### config.mk
export PLATFORM = sky130hd
export DESIGN_NAME = fetch_unit
export DESIGN_NICKNAME = d
export VERILOG_FILES = /design/src/rtl/fetch_unit.sv
export SDC_FILE = /design/constraint.sdc
export NUM_CORES = 1
export LEC_CHECK = 0
export BUFFER_PORTS_ARGS = -buffer_cell sky130_fd_sc_hd__buf_2
export CAP_MARGIN = 20
export CORE_UTILIZATION = 30
export CTS_CLUSTER_DIAMETER = 40
export CTS_CLUSTER_SIZE = 24
export DETAILED_ROUTE_END_ITERATION = 10
export PLACE_DENSITY_LB_ADDON = 0.1
export SYNTH_ARGS = -nofsm -noshare
export SYNTH_HDL_FRONTEND = slang
export SYNTH_SLANG_ARGS = --single-unit
export TNS_END_PERCENT = 1
### constraint.sdc
create_clock -name clk -period 3.5 [get_ports clk]
set_input_delay 0.35 -clock clk [delete_from_list [all_inputs] [get_ports clk]]
set_output_delay 0.35 -clock clk [all_outputs]
set_load 0.02 [all_outputs]
### src/rtl/fetch_unit.sv
// Instruction fetch: one req/ack read per PC, result registered; 1-cycle minimum latency (2 cycles/instr zero-wait).
// Backpressure: fetch_stall holds the PC block while a read is outstanding; hold=1 parks the fetched instruction in READY.
module fetch_unit #(
    parameter int          ADDR_WIDTH = 32,
    parameter int          TIMEOUT    = 255,
    parameter logic [31:0] NOP_INSTR  = 32'h0000_0013
) (
    input  logic                  clk,
    input  logic                  reset,
    input  logic [ADDR_WIDTH-3:0] pc,
    input  logic                  hold,
    output logic                  imem_req,
    output logic [ADDR_WIDTH-3:0] imem_addr,
    input  logic                  imem_ack,
    input  logic [31:0]           imem_rdata,
    input  logic                  imem_err,
    output logic [31:0]           instr,
    output logic [ADDR_WIDTH-3:0] instr_pc,
    output logic                  instr_valid,
    output logic                  instr_fault,
    output logic                  fetch_stall
);

    localparam int            CW       = (TIMEOUT > 0) ? $clog2(TIMEOUT + 1) : 1;
    localparam logic [CW-1:0] CNT_LAST = (TIMEOUT > 0) ? CW'(TIMEOUT - 1) : '0;

    typedef enum logic {FETCH, READY} state_t;

    state_t        state;
    logic [CW-1:0] count;
    logic          expire;

    assign expire    = (TIMEOUT != 0) && (count == CNT_LAST);
    // fetch_stall is a flop, so reset is the only combinational term on imem_req
    assign imem_req  = fetch_stall & ~reset;
    assign imem_addr = pc;

    always_ff @(posedge clk) begin
        if (reset) begin
            state       <= FETCH;
            instr       <= NOP_INSTR;
            instr_pc    <= '0;
            instr_valid <= 1'b0;
            instr_fault <= 1'b0;
            fetch_stall <= 1'b1;
            count       <= '0;
        end else begin
            case (state)
                FETCH: begin
                    if (imem_ack) begin
                        instr       <= imem_err ? NOP_INSTR : imem_rdata;
                        instr_pc    <= pc;
                        instr_fault <= imem_err;
                        instr_valid <= 1'b1;
                        fetch_stall <= 1'b0;
                        state       <= READY;
                    end else if (expire) begin
                        instr       <= NOP_INSTR;
                        instr_pc    <= pc;
                        instr_fault <= 1'b1;
                        instr_valid <= 1'b1;
                        fetch_stall <= 1'b0;
                        state       <= READY;
                    end else if (TIMEOUT != 0) begin
                        count <= count + 1'b1;
                    end
                end
                READY: begin
                    if (!hold) begin
                        instr_valid <= 1'b0;
                        fetch_stall <= 1'b1;
                        count       <= '0;
                        state       <= FETCH;
                    end
                end
            endcase
        end
    end

endmodule

After elaboration in Yosys (flattened, before gate mapping)
Index checks and enable logic that the tools add are counted.
{ "totals": {"regBits": 74, "out_inout_bits": 96, "elab_cells": 42, "in_bits": 67} }
{ "op_classes": {"n_mux": 22, "n_addsub": 1, "n_bitwise": 3, "n_eq_ne": 5, "n_reduce_logical": 4} }
{ "ops": {"columns": ["operator", "n"], "rows": [
  ["2-to-1 mux 32 bit", 3],
  ["2-to-1 mux 30 bit", 2],
  ["2-to-1 mux 8 bit", 3],
  ["case mux 8 bit (2 select lines)", 1],
  ["2-to-1 mux 1 bit", 10],
  ["adder 8 x 1 -> 8 bit (second input constant)", 1],
  ["== test 8 bit (second input constant)", 1],
  ["inequality test 2 bit (second input constant)", 3],
  ["case mux 1 bit (2 select lines)", 3],
  ["AND reduction 2 bit", 2],
  ["inequality test 3 bit (second input constant)", 1],
  ["AND reduction 3 bit", 1],
  ["NOT 1 bit", 2],
  ["nonzero test 2 bit", 1],
  ["AND 1 bit", 1]
]} }

Logic depth before layout (Yosys ltp)
{ "logic_depth": {"depth_word": 4, "mapped_depth": 8, "ltp_nobuf": 6} }

Worst setup path before layout
Ideal clock, no wire load.
{ "synth_path": {"path_kind": "register to register", "startpoint": "reg count[0]", "endpoint": "reg instr_pc[10]", "path_buffers": 2, "synth_period_minus_slack_ps": 1710, "setup_ps": 116, "stages_incl_launch_ff": 9, "t_required_ps": 3384, "arrival_time_ps": 1594, "slack_ps": 1790, "cell_sequence": "dfxtp_1 -> inv_1 -> ha_1 -> nand3_1 -> o21bai_4 -> and2_1 -> buf_4 -> buf_4 -> a31o_1"} }
{ "synth_between": {"elab_chain_len": 3} }
{ "synth_lines": {"columns": ["item", "line_no", "text"], "rows": [
  ["start: declaration", "30", "logic [CW-1:0] count;"],
  ["start signal: assignment", "65", "count <= count + 1'b1;"],
  ["== test 8 bit", "33", "assign expire = (TIMEOUT != 0) && (count == CNT_LAST);"],
  ["nonzero test 2 bit (no source line)", null, null],
  ["AND reduction 2 bit (no source line)", null, null],
  ["end signal: assignment", "52", "instr_pc <= pc;"],
  ["end signal: assignment", "59", "instr_pc <= pc;"],
  ["end: declaration", "18", "output logic [ADDR_WIDTH-3:0] instr_pc,"]
]} }
No other way between the ends.
A chain may end at the register's enable or synchronous reset.

Worst setup path in the final report
{ "layout_path": {"startpoint": "reg count[1]", "endpoint": "reg instr_pc[28]"} }
Same word-level chain as after synthesis.

==> impl_metrics.json <==
{
  "outcome": "completed",
  "clock_latency_ns": 0.35,
  "cts_tree": "done",
  "switching_share_pct": 26.8,
  "synth_xor_area_share_pct": 0.291,
  "layout_common_cells": "buf_2, dfxtp_1, nand2_1",
  "cp.required_ns": 3.72,
  "switchingPower_w": 0.000546,
  "power.ir.vdd_worst_mv": 0.195,
  "pre_cts_ws_ns": 1.27,
  "wire_per_inst_um": 13.6,
  "max-slew-margin-rel_pct": 54.4,
  "globalplace.congestion": 0.779,
  "setup_viol_count_final": 0,
  "grt.met3_usage_pct": 5.75,
  "ys_seq_area_share_pct": 49.1,
  "core_area_um2": 9770,
  "crit_type": "reg -> reg",
  "syn_inst": 310,
  "synth_mux_area_share_pct": 0,
  "crit_chain": "ha_1 > nand3_1 > o21bai_4 > and2_1 > buf_4 > o21ai_0",
  "finClkSkew_ns": 0.0111,
  "worst_pin_slew_ns": 0.684,
  "power_density_nw_per_um2": 515,
  "synth-simple-area-share_pct": 9.96,
  "crit_path_start_kind": "flip-flop",
  "clkTransAtPathRegs_ns": 0.08,
  "grt_overflow": 0,
  "drt_first_pass_iters": 4,
  "cts_hold_buf": 0,
  "diodes": 0,
  "power_frac_comb_pct": 14.7,
  "synth_warnings": 0,
  "rr_worst_depth": 6,
  "power_frac_clock_pct": 40.7,
  "fin_cells": 573,
  "hold_viol": 0,
  "clockBufferDepth": 2,
  "ios": 163,
  "setup_ws_ns": 1.27,
  "finalNetCount": 504,
  "die_x_um": 102,
  "dp.cells": 557,
  "seq_power_share_pct": 44.6,
  "ant_nets": 0,
  "syn-num-nets": 379,
  "areaGrowthSynthToFinish_pct": 31.1,
  "fin_util_pct": 40.4,
  "antenna_found_initial": 0,
  "ctsHtreeMaxLevel": 3,
  "ys_seq_elements": 74,
  "dr.first_iter.drc_count": 95,
  "cp_slowest_stage_delay_ns": 0.43,
  "timing.fmax_mhz": 448,
  "cts_setup_buffers": 0,
  "initial_core_util_pct": 30.8,
  "cts_sinks": 74,
  "drv_cap": 0,
  "syn_area_per_cell_um2": 9.72,
  "use_met1_pct": 18.5,
  "worstSetupPathDepth": 6,
  "via_count": 2687,
  "grt_first_pass_wirelength_um": 11600,
  "synth.distinct_cells": 39,
  "crit_arrival_ns": 2.45,
  "cp-startpoint": "count[1]",
  "grt_usage_pct": 14.7,
  "cts_resized": 0,
  "p_int_w": 0.00149,
  "synth_compound_area_share_pct": 27.6,
  "dp_hpwl_um": 5390,
  "top_usage_layer": "met2",
  "synthAdderAreaFrac_pct": 0.830,
  "synth_top_family_by_area": "compound AO/OA/AOI/OAI gates",
  "wl_um": 7800,
  "p_leak_nw": 1.86,
  "total_power_w": 0.00203,
  "r2r_end": "instr_pc[28]",
  "crit_end": "instr_pc[28]",
  "min_path_type": "in -> reg",
  "final.min_clock_period_ns": 2.23,
  "reg2reg_slack_ns": 1.27,
  "grt_pass1_vias": 2313,
  "final_max_slew_viol_count": 0,
  "synth_area_um2": 3010,
  "cp_max_fo": 26,
  "grt_start_max_net_pins": 64,
  "rows": 36,
  "met2_usage_pct": 22.5,
  "die_h_um": 102,
  "path_buf_inv": 1,
  "crit_slowest_cell": "dfxtp_1",
  "fin_tns_setup_ns": 0,
  "vias_per_cell": 4.69,
  "die-area_um2": 10500,
  "clockRootBuffer": "clkbuf_8",
  "crit_family": "simple AND/OR/NAND/NOR gates",
  "drive_above_1_share_pct": 43.2,
  "layout_commonest_cell": "buf_2",
  "grt_setup_unrepaired": "no",
  "numCtsBuffers": 9,
  "port_buffers": 162,
  "critPathCaptureType": "flip-flop",
  "worstReg2RegStart": "count[1]",
  "layout_worst_path_cycle_share_pct": 63.7,
  "drc": 0
}
==> per-stage QoR <==
step	hold WS (ns)	instance area, um2
after global routing	0.194	3950
final	0.213	3950
after floorplan	0.472	3010
after detailed placement	0.449	3700
after global placement	0.442	3690
after CTS	0.193	3950
==> worst reg2reg max path: cells and delay by family (launching register included) <==
kind / cells / cell delay (ns)
adders and majority gates: 1 / 0.21
DFF: 1 / 0.43
AOI/OAI and AO/OA: 2 / 0.46
and+or+nand+nor: 2 / 0.62
buffers and inverters: 1 / 0.37
==> flip-flops by register name, indices dropped and copies added (netlist names) <==
register and count:
instr 32, instr_fault 1, state 1, instr_valid 1
fetch_stall 1, count 8, instr_pc 30
==> power by group through the flow <==
| stage | Clock, W | Sequential (W) | Combinational, W |
|---|---|---|---|
| detailed placement | 0 | 0.000927 | 0.000302 |
| floorplan | 0 | 0.000975 | 0.000153 |
| finish | 0.000828 | 0.000907 | 0.000299 |
| global route | 0.000885 | 0.000912 | 0.000326 |
| CTS | 0.000855 | 0.000907 | 0.000302 |
| global placement | 0 | 0.000926 | 0.000301 |
==> logic make-up after synthesis <==
kind of cell	Yosys count
AOI/OAI and AO/OA	112
xor gates and xnor gates	1
adders and majority gates	2
buffers and inverters	59
DFF	74
and+or+nand+nor	62
==> final cells by class <==
cell class                      count  area [um2]
Inverter                            5        18.8
Multi-Input combinational cell    177        1170
Clock buffer                       10         138
Sequential cell                    74        1480
Timing Repair Buffer              168         863
Tap cell                          133         166
Fill cell                        1032        5820
Clock inverter                      6         114
==> routing by layer <==
metal  share of wire, %  vias up
met1                 46     1220
met3                7.2        8
met4                1.3        0
met5                  0        -
li1                   -     1353
met2                 46      106
==> synth_stat cells <==
cell	number	area [um2]
nand4_1	6	37.5
and2_1	1	6.26
inv_2	1	3.75
o21ai_0	8	40.0
a41o_1	1	10.0
clkbuf_1	12	45.0
xor2_1	1	8.76
a41oi_1	2	17.5
a21oi_1	32	160
nand2_1	35	131
o41ai_1	1	8.76
o31ai_1	2	15.0
nand3_1	6	30.0
o32a_1	3	30.0
dfxtp_1	74	1480
o21bai_1	1	7.51
a311oi_1	2	17.5
buf_4	34	255
a31oi_1	1	6.26
buf_2	7	35.0
a31o_2	2	17.5
a31o_1	22	193
clkinv_1	1	3.75
nor3b_1	1	7.51
a32o_1	1	10.0
inv_1	3	11.3
o21ai_1	1	5.00
o21bai_4	1	18.8
o21a_1	2	15.0
buf_6	1	11.3
a22o_1	29	254
and4_1	2	17.5
o211ai_1	1	7.51
or4_1	1	7.51
nor2_1	6	22.5
ha_1	2	25.0
and3_1	1	6.26
nand4_4	1	21.3
nand2b_1	2	12.5
==> worst min-delay path by stage <==
stage	start	to	slack (ns)	depth (start not counted)
after floorplan	count[6]	count[6]	0.47	2
after global placement	instr_pc[29]	instr_pc[29]	0.44	2
after detailed placement	instr[7]	instr[7]	0.45	1
after CTS	imem_rdata[27]	instr[27]	0.19	2
after global routing	imem_rdata[14]	instr[14]	0.19	2
final	imem_rdata[27]	instr[27]	0.21	2
(Power assumes the default switching activity.)
